$ cat src/rtl/de_wc_pkg.sv
// ============================================================================
// Module      : de_wc_pkg
// Description : Shared types, widths and helpers for the display-engine write
//               combiner.
// Revision    : 1.0 - initial release
// ============================================================================
`default_nettype none

package de_wc_pkg;

    localparam int ADDR_W = 18;
    localparam int DATA_W = 32;
    localparam int LANES  = DATA_W / 8;

    localparam logic [LANES-1:0] NBYTE_NONE = 4'b1111;
    localparam logic [LANES-1:0] NBYTE_ALL  = 4'b0000;

    typedef enum logic [1:0] {
        ST_EMPTY = 2'd0,
        ST_HOLD  = 2'd1,
        ST_FLUSH = 2'd2,
        ST_READ  = 2'd3
    } wc_state_e;

    // Zero every byte lane whose valid bit is clear.
    function automatic logic [DATA_W-1:0] mask_lanes(input logic [DATA_W-1:0] data,
                                                     input logic [LANES-1:0]  valid);
        logic [DATA_W-1:0] r;
        r = '0;
        for (int i = 0; i < LANES; i++) begin
            if (valid[i]) r[8*i +: 8] = data[8*i +: 8];
        end
        return r;
    endfunction

endpackage

`default_nettype wire

$ cat src/rtl/de_write_combiner_if.sv
// ============================================================================
// Module      : de_write_combiner_if
// Description : Display-engine port, frame-store port and flush/empty status
//               of the write combiner. slave = combiner view.
// Revision    : 1.0 - initial release
// ============================================================================
`default_nettype none

interface de_write_combiner_if;
    import de_wc_pkg::*;

    logic                de_req;
    logic                de_ack;
    logic [ADDR_W-1:0]   de_addr;
    logic [LANES-1:0]    de_nbyte;
    logic                de_rnw;
    logic [DATA_W-1:0]   de_w_data;
    logic [DATA_W-1:0]   de_r_data;
    logic                flush;
    logic                empty;
    logic                mem_req;
    logic                mem_ack;
    logic [ADDR_W-1:0]   mem_addr;
    logic [LANES-1:0]    mem_nbyte;
    logic                mem_rnw;
    logic [DATA_W-1:0]   mem_w_data;
    logic [DATA_W-1:0]   mem_r_data;

    modport slave (
        input  de_req, de_addr, de_nbyte, de_rnw, de_w_data, flush, mem_ack, mem_r_data,
        output de_ack, de_r_data, empty, mem_req, mem_addr, mem_nbyte, mem_rnw, mem_w_data
    );

    modport master (
        output de_req, de_addr, de_nbyte, de_rnw, de_w_data, flush, mem_ack, mem_r_data,
        input  de_ack, de_r_data, empty, mem_req, mem_addr, mem_nbyte, mem_rnw, mem_w_data
    );
endinterface

`default_nettype wire

$ cat src/rtl/de_wc_lane_merge.sv
// ============================================================================
// Module      : de_wc_lane_merge
// Description : Combinational byte-lane merge of the buffered word with an
//               incoming active-low-enabled write.
// Revision    : 1.0 - initial release
// ============================================================================
`default_nettype none

module de_wc_lane_merge
    import de_wc_pkg::*;
(
    input  logic [DATA_W-1:0] i_buf_data,
    input  logic [LANES-1:0]  i_buf_mask,
    input  logic [DATA_W-1:0] i_in_data,
    input  logic [LANES-1:0]  i_in_nbyte,
    output logic [DATA_W-1:0] o_merged_data,
    output logic [LANES-1:0]  o_merged_mask,
    output logic              o_full
);

    for (genvar i = 0; i < LANES; i++) begin : g_lane
        assign o_merged_data[8*i +: 8] = i_in_nbyte[i] ? i_buf_data[8*i +: 8]
                                                       : i_in_data[8*i +: 8];
        assign o_merged_mask[i]        = i_buf_mask[i] | ~i_in_nbyte[i];
    end

    assign o_full = &o_merged_mask;

endmodule

`default_nettype wire

$ cat src/rtl/de_write_combiner.sv
// ============================================================================
// Module      : de_write_combiner
// Description : Write-combining buffer between the draw engine and the frame
//               store. Optional idle-timeout flush: DE_WC_TIMEOUT_EN.
// Revision    : 1.0 - initial release
// ============================================================================
`default_nettype none

module de_write_combiner
    import de_wc_pkg::*;
#(
    parameter int TIMEOUT = 16
) (
    input  logic               clk,
    input  logic               rst,
    de_write_combiner_if.slave bus
);

    wc_state_e          state_q, state_d;
    logic [ADDR_W-1:0]  buf_addr_q, buf_addr_d;
    logic [DATA_W-1:0]  buf_data_q, buf_data_d;
    logic [LANES-1:0]   buf_mask_q, buf_mask_d;
    logic               de_ack_q, de_ack_d;
    logic [DATA_W-1:0]  de_r_data_q, de_r_data_d;
    logic               mem_req_q, mem_req_d;
    logic [ADDR_W-1:0]  mem_addr_q, mem_addr_d;
    logic [LANES-1:0]   mem_nbyte_q, mem_nbyte_d;
    logic               mem_rnw_q, mem_rnw_d;
    logic [DATA_W-1:0]  mem_w_data_q, mem_w_data_d;

    logic               w_req_v;
    logic               w_wr;
    logic               w_rd;
    logic               w_wr_null;
    logic               w_wr_data;
    logic               w_same_addr;
    logic               w_mem_done;
    logic               w_timeout;
    logic [DATA_W-1:0]  w_merged_data;
    logic [LANES-1:0]   w_merged_mask;
    logic               w_full;

    // The requester holds de_req through the ack cycle, so ignore it there.
    assign w_req_v     = bus.de_req && !de_ack_q;
    assign w_wr        = w_req_v && !bus.de_rnw;
    assign w_rd        = w_req_v &&  bus.de_rnw;
    assign w_wr_null   = w_wr && (bus.de_nbyte == NBYTE_NONE);
    assign w_wr_data   = w_wr && (bus.de_nbyte != NBYTE_NONE);
    assign w_same_addr = (bus.de_addr == buf_addr_q);
    assign w_mem_done  = mem_req_q && bus.mem_ack;

    // Invalid lanes of the buffer are kept at zero, so merging into an empty
    // buffer is the same operation as capturing a fresh write.
    de_wc_lane_merge u_lane_merge (
        .i_buf_data    (buf_data_q),
        .i_buf_mask    (buf_mask_q),
        .i_in_data     (bus.de_w_data),
        .i_in_nbyte    (bus.de_nbyte),
        .o_merged_data (w_merged_data),
        .o_merged_mask (w_merged_mask),
        .o_full        (w_full)
    );

`ifdef DE_WC_TIMEOUT_EN
    localparam logic [7:0] TIMEOUT_CNT = 8'(TIMEOUT);

    logic [7:0] idle_cnt_q, idle_cnt_d;

    always_comb begin
        idle_cnt_d = idle_cnt_q;
        w_timeout  = 1'b0;
        if (state_q != ST_HOLD || w_wr) begin
            idle_cnt_d = 8'd0;
        end else if (!bus.de_req) begin
            idle_cnt_d = idle_cnt_q + 8'd1;
            w_timeout  = (idle_cnt_d == TIMEOUT_CNT);
        end
    end

    always_ff @(posedge clk) begin
        if (rst) idle_cnt_q <= 8'd0;
        else     idle_cnt_q <= idle_cnt_d;
    end
`else
    assign w_timeout = 1'b0;
`endif

    always_comb begin
        state_d      = state_q;
        buf_addr_d   = buf_addr_q;
        buf_data_d   = buf_data_q;
        buf_mask_d   = buf_mask_q;
        de_ack_d     = 1'b0;
        de_r_data_d  = de_r_data_q;
        mem_req_d    = mem_req_q;
        mem_addr_d   = mem_addr_q;
        mem_nbyte_d  = mem_nbyte_q;
        mem_rnw_d    = mem_rnw_q;
        mem_w_data_d = mem_w_data_q;

        case (state_q)
            ST_EMPTY: begin
                if (w_wr_null) begin
                    de_ack_d = 1'b1;
                end else if (w_wr_data) begin
                    buf_addr_d = bus.de_addr;
                    buf_data_d = w_merged_data;
                    buf_mask_d = w_merged_mask;
                    de_ack_d   = 1'b1;
                    state_d    = ST_HOLD;
                end else if (w_rd) begin
                    state_d = ST_READ;
                end
            end

            ST_HOLD: begin
                if (w_wr_null) begin
                    de_ack_d = 1'b1;
                end else if (w_wr_data && w_same_addr) begin
                    buf_data_d = w_merged_data;
                    buf_mask_d = w_merged_mask;
                    de_ack_d   = 1'b1;
                end
                // A different-address write or a read stays unacknowledged and
                // is taken from EMPTY once the buffer is written out.
                if ((w_wr_data && (w_full || !w_same_addr)) || w_rd || bus.flush || w_timeout) begin
                    state_d = ST_FLUSH;
                end
            end

            ST_FLUSH: begin
                if (!mem_req_q) begin
                    mem_req_d    = 1'b1;
                    mem_rnw_d    = 1'b0;
                    mem_addr_d   = buf_addr_q;
                    mem_nbyte_d  = ~buf_mask_q;
                    mem_w_data_d = mask_lanes(buf_data_q, buf_mask_q);
                end else if (w_mem_done) begin
                    mem_req_d  = 1'b0;
                    buf_data_d = '0;
                    buf_mask_d = '0;
                    state_d    = ST_EMPTY;
                end
            end

            ST_READ: begin
                if (!mem_req_q) begin
                    mem_req_d    = 1'b1;
                    mem_rnw_d    = 1'b1;
                    mem_addr_d   = bus.de_addr;
                    mem_nbyte_d  = NBYTE_ALL;
                    mem_w_data_d = '0;
                end else if (w_mem_done) begin
                    mem_req_d   = 1'b0;
                    de_r_data_d = bus.mem_r_data;
                    de_ack_d    = 1'b1;
                    state_d     = ST_EMPTY;
                end
            end

            default: state_d = ST_EMPTY;
        endcase
    end

    always_ff @(posedge clk) begin
        if (rst) begin
            state_q      <= ST_EMPTY;
            buf_addr_q   <= '0;
            buf_data_q   <= '0;
            buf_mask_q   <= '0;
            de_ack_q     <= 1'b0;
            de_r_data_q  <= '0;
            mem_req_q    <= 1'b0;
            mem_addr_q   <= '0;
            mem_nbyte_q  <= NBYTE_NONE;
            mem_rnw_q    <= 1'b0;
            mem_w_data_q <= '0;
        end else begin
            state_q      <= state_d;
            buf_addr_q   <= buf_addr_d;
            buf_data_q   <= buf_data_d;
            buf_mask_q   <= buf_mask_d;
            de_ack_q     <= de_ack_d;
            de_r_data_q  <= de_r_data_d;
            mem_req_q    <= mem_req_d;
            mem_addr_q   <= mem_addr_d;
            mem_nbyte_q  <= mem_nbyte_d;
            mem_rnw_q    <= mem_rnw_d;
            mem_w_data_q <= mem_w_data_d;
        end
    end

    assign bus.de_ack     = de_ack_q;
    assign bus.de_r_data  = de_r_data_q;
    assign bus.empty      = (state_q == ST_EMPTY);
    assign bus.mem_req    = mem_req_q;
    assign bus.mem_addr   = mem_addr_q;
    assign bus.mem_nbyte  = mem_nbyte_q;
    assign bus.mem_rnw    = mem_rnw_q;
    assign bus.mem_w_data = mem_w_data_q;

endmodule

`default_nettype wire

$ cat src/flat_wrapper.sv
// flat-port wrapper written by rule: the top's interface ports become plain ports
module de_write_combiner_flat import de_wc_pkg::*;
#(
    parameter int TIMEOUT = 16
)
  (clk, rst, bus_de_req, bus_de_addr, bus_de_nbyte, bus_de_rnw, bus_de_w_data, bus_flush, bus_mem_ack, bus_mem_r_data, bus_de_ack, bus_de_r_data, bus_empty, bus_mem_req, bus_mem_addr, bus_mem_nbyte, bus_mem_rnw, bus_mem_w_data);
  de_write_combiner_if bus_i ();
  input  logic clk;
  input  logic rst;
  input wire logic [$bits(bus_i.de_req)-1:0] bus_de_req;
  input wire logic [$bits(bus_i.de_addr)-1:0] bus_de_addr;
  input wire logic [$bits(bus_i.de_nbyte)-1:0] bus_de_nbyte;
  input wire logic [$bits(bus_i.de_rnw)-1:0] bus_de_rnw;
  input wire logic [$bits(bus_i.de_w_data)-1:0] bus_de_w_data;
  input wire logic [$bits(bus_i.flush)-1:0] bus_flush;
  input wire logic [$bits(bus_i.mem_ack)-1:0] bus_mem_ack;
  input wire logic [$bits(bus_i.mem_r_data)-1:0] bus_mem_r_data;
  output wire logic [$bits(bus_i.de_ack)-1:0] bus_de_ack;
  output wire logic [$bits(bus_i.de_r_data)-1:0] bus_de_r_data;
  output wire logic [$bits(bus_i.empty)-1:0] bus_empty;
  output wire logic [$bits(bus_i.mem_req)-1:0] bus_mem_req;
  output wire logic [$bits(bus_i.mem_addr)-1:0] bus_mem_addr;
  output wire logic [$bits(bus_i.mem_nbyte)-1:0] bus_mem_nbyte;
  output wire logic [$bits(bus_i.mem_rnw)-1:0] bus_mem_rnw;
  output wire logic [$bits(bus_i.mem_w_data)-1:0] bus_mem_w_data;
  assign bus_i.de_req = bus_de_req;
  assign bus_i.de_addr = bus_de_addr;
  assign bus_i.de_nbyte = bus_de_nbyte;
  assign bus_i.de_rnw = bus_de_rnw;
  assign bus_i.de_w_data = bus_de_w_data;
  assign bus_i.flush = bus_flush;
  assign bus_i.mem_ack = bus_mem_ack;
  assign bus_i.mem_r_data = bus_mem_r_data;
  assign bus_de_ack = bus_i.de_ack;
  assign bus_de_r_data = bus_i.de_r_data;
  assign bus_empty = bus_i.empty;
  assign bus_mem_req = bus_i.mem_req;
  assign bus_mem_addr = bus_i.mem_addr;
  assign bus_mem_nbyte = bus_i.mem_nbyte;
  assign bus_mem_rnw = bus_i.mem_rnw;
  assign bus_mem_w_data = bus_i.mem_w_data;
  de_write_combiner #(.TIMEOUT(TIMEOUT)) u_core (.clk(clk), .rst(rst), .bus(bus_i));
endmodule
$ cat config.mk
export PLATFORM = sky130hd
export DESIGN_NAME = de_write_combiner_flat
export DESIGN_NICKNAME = d
export VERILOG_FILES = /design/src/rtl/de_wc_pkg.sv /design/src/rtl/de_write_combiner_if.sv /design/src/rtl/de_wc_lane_merge.sv /design/src/rtl/de_write_combiner.sv /design/src/flat_wrapper.sv
export SDC_FILE = /design/constraint.sdc
export NUM_CORES = 1
export LEC_CHECK = 0
export CORE_ASPECT_RATIO = 1.4
export CORE_MARGIN = 2
export CORE_UTILIZATION = 50
export CTS_CLUSTER_DIAMETER = 30
export DETAILED_ROUTE_END_ITERATION = 8
export HOLD_SLACK_MARGIN = 0.05
export PLACE_DENSITY_LB_ADDON = 0.05
export SYNTH_ARGS = -nofsm -noshare
export SYNTH_HDL_FRONTEND = slang
export SYNTH_SLANG_ARGS = --single-unit
$ cat constraint.sdc
create_clock -name clk -period 6.6 [get_ports clk]
set_input_delay 1.98 -clock clk [delete_from_list [all_inputs] [get_ports clk]]
set_output_delay 1.98 -clock clk [all_outputs]
set_load 0.05 [all_outputs]
==> flow_metrics.py <==
metrics = {
    "routing": {
        "route.detailed.drc": 0,
        "postRouteAntennaNets": 0,
        "drt-total-wl_mm": 15.5,
        "drtPass1Iterations": 4,
        "drt_iter0_markers": 222,
        "wire_per_inst_um": 15.9,
        "via_count": 5280,
        "vias_per_cell": 5.42,
    },
    "place": {
        "io_buffers": 181,
        "dpl.hpwl_mm": 10.5,
        "dpl_cell_area_mm2": 0.00773,
        "gp_congestion": 0.868,
        "dp_worst_setup_slack_ns": 2.27,
    },
    "die": {
        "num_io_pins": 182,
        "die-height_um": 132,
        "die_area_mm2": 0.0126,
        "core-area_mm2": 0.0114,
        "fp-row-count": 46,
        "die_w_um": 95.5,
        "initial_core_util_pct": 51.4,
    },
    "timing": {
        "period_share_pct": 59.0,
        "tightest_slew_ns": 1.26,
        "timing.setup.tns_ns": 0,
        "finClkSkew_ns": 0.00791,
        "hold_violations": 0,
        "rsz0062_at_grt": "no",
        "max-slew-margin-rel_pct": 15.6,
        "fmax_mhz": 257,
        "setup_ws_ns": 2.71,
        "setup_violations": 0,
        "slew_viol_final": 0,
        "fin_crit_ns": 3.89,
    },
    "synthesis": {
        "postSynthCellCount": 657,
        "synth_top_area_share_pct": 49.6,
        "synth_area_leader_cell": "dfxtp_1",
        "async_flop_share_pct": 0,
        "synth.distinct_cells": 43,
        "synth_flop_cell": "dfxtp_1",
        "yosysSeqAreaShare_pct": 49.6,
        "synth_nets": 749,
        "synth_warnings": 0,
        "syn_area_mm2": 0.00585,
        "ys_ff_latch": 145,
        "synth_edf_count": 0,
        "syn_area_per_cell_um2": 8.91,
        "synthTopCellsByArea": "dfxtp_1 (50%), nand2_1 (10%), mux2i_1 (8.5%)",
    },
    "critical_path": {
        "r2r-start": "u_core.state_q[0]",
        "crit_path_max_fanout": 8,
        "cp-start-kind": "primary input",
        "rr_worst_depth": 5,
        "end_kind": "register",
        "reg2reg_to": "u_core.buf_data_q[17]",
        "crit_arrival_ns": 4.23,
        "crit_required_ns": 6.94,
        "reg2reg_slack_ns": 4.07,
        "critPathKind": "in2reg",
    },
    "pwr": {
        "p_per_area_mw_per_mm2": 358,
        "p_total_w": 0.00298,
        "vdd_drop_max_mv": 0.266,
        "leakagePower_nw": 3.00,
    },
    "grt": {
        "grt_overflow_total": 0,
        "grt_pass1_wl_mm": 25.7,
        "antenna_found_initial": 0,
        "grt_pass1_vias": 5245,
        "track_usage_pct": 25.4,
        "grt_max_degree": 108,
    },
    "finish": {
        "fin_util_pct": 72.9,
        "final_cell_mix": "clkdlybuf4s50_1 (180), nand2_1 (163), dfxtp_1 (145), nor2_1 (53), a21oi_1 (53)",
        "area_growth_pct": 41.9,
        "fill_cells": 875,
        "nets": 909,
        "drive_above_1_share_pct": 6.87,
        "final_area_mm2": 0.00831,
        "final_common_cell": "clkdlybuf4s50_1",
        "antenna_cells": 0,
    },
    "status": {
        "status": "completed",
    },
    "clock_tree": {
        "clkTransAtPathRegs_ns": 0.06,
        "root_buffer": "clkbuf_16",
        "cts_buffer_depth": 2,
        "clk_latency_ns": 0.42,
        "cts_made_buffers": 17,
        "htree_num_levels": 4,
        "post_cts_buffers": 0,
        "cts_tree": "yes",
        "cts_hold_buf": 0,
        "cts-resized-gates": 0,
        "cts.sinks": 145,
    },
    "worst_hold_path": {
        "min-delay-path-class": "reg2reg",
        "min_to": "u_core.buf_data_q[0]",
        "worstHoldStart": "u_core.buf_data_q[0]",
        "hold_depth": 2,
    },
    "flow_run": {
        "drv_cap": 0,
    },
}
[registers in the layout, summed over array words and instances, names as in the netlist]
| signal | cells |
|---|---|
| u_core.buf_mask_q | 4 |
| u_core.bus.de_ack | 1 |
| u_core.state_q | 2 |
| u_core.buf_data_q | 32 |
| u_core.buf_addr_q | 18 |
| u_core.bus.mem_rnw | 1 |
| u_core.bus.mem_w_data | 32 |
| u_core.bus.mem_nbyte | 4 |
| u_core.bus.mem_addr | 18 |
| u_core.bus.de_r_data | 32 |
| u_core.bus.mem_req | 1 |
[per-layer routing]
metal / share of wire (%) / wire (um) / global-route usage (%) / vias to the layer above
met5: 0 / 0 / 0 / -
met4: 2.6 / 399 / 9.76 / 0
met3: 5.5 / 856 / 6.80 / 26
met2: 53 / 8170 / 43.5 / 160
met1: 39 / 6090 / 29.8 / 2511
li1: - / - / - / 2583
[report_power, final]
part / total [W] / leakage, nW / internal [W] / switching (W)
logic: 0.000988 / 1.56 / 0.000350 / 0.000638
clock network: 0.000934 / 0.269 / 0.000566 / 0.000368
registers: 0.00105 / 1.18 / 0.000983 / 0.0000707
total: 0.00298 / 3.00 / 0.00190 / 0.00108
[through the flow]
step / instances / hold WS (ns)
CTS: 974 / 0.454
detailed placement: 942 / 0.446
floorplan: 657 / 0.434
global route: 974 / 0.468
finish: 974 / 0.455
global placement: 942 / 0.441
[cells in the mapped netlist (2+ instances only)]
master / count
nand2_1: 163
dfxtp_1: 145
a21oi_1: 54
nor2_1: 54
mux2i_1: 50
clkbuf_1: 41
a22oi_1: 32
a211oi_1: 18
nand3_1: 18
xor2_1: 16
inv_1: 6
o311ai_0: 5
o31ai_1: 5
and3_1: 4
o31a_1: 4
o41ai_4: 4
buf_1: 3
buf_2: 3
nor4_4: 3
o22ai_1: 3
nand2b_1: 2
nand4_1: 2
xnor2_1: 2
[cell type report]
cell class	count	area, um2	share of cell area, %
Multi-Input combinational cell	458	2750	33.1
Clock inverter	12	134	1.61
Clock buffer	20	447	5.38
Sequential cell	145	2900	34.9
Tap cell	144	180	2.17
Inverter	6	22.5	0.271
Timing Repair Buffer	189	1870	22.5
[worst max-delay path by stage]
stage	startpoint	endpoint	slack, ns	cells past startpoint
CTS	bus_de_addr[11]	u_core.buf_data_q[16]	2.67	6
global placement	bus_de_addr[11]	u_core.buf_data_q[31]	2.30	6
floorplan	bus_de_addr[11]	u_core.buf_data_q[0]	3.04	5
global route	bus_de_addr[6]	u_core.buf_data_q[27]	2.53	6
finish	bus_de_addr[11]	u_core.buf_data_q[17]	2.71	6
detailed placement	bus_de_addr[11]	u_core.buf_data_q[17]	2.27	6
[cells by family after synthesis]
kind of cell	share of synthesized area, %
and+or+nand+nor	19.4
muxes	8.55
buffers and inverters	3.65
xor gates and xnor gates	2.69
DFF	49.6
AOI/OAI and AO/OA	16.1
[worst max-delay path: stages]
cell	delay (ns)
clkdlybuf4s50_1	0.46
xor2_1	0.19
nor4_4	0.34
nand3_4	0.23
o41ai_4	0.76
mux2i_1	0.27
Power figures use the tool's default switching activity.
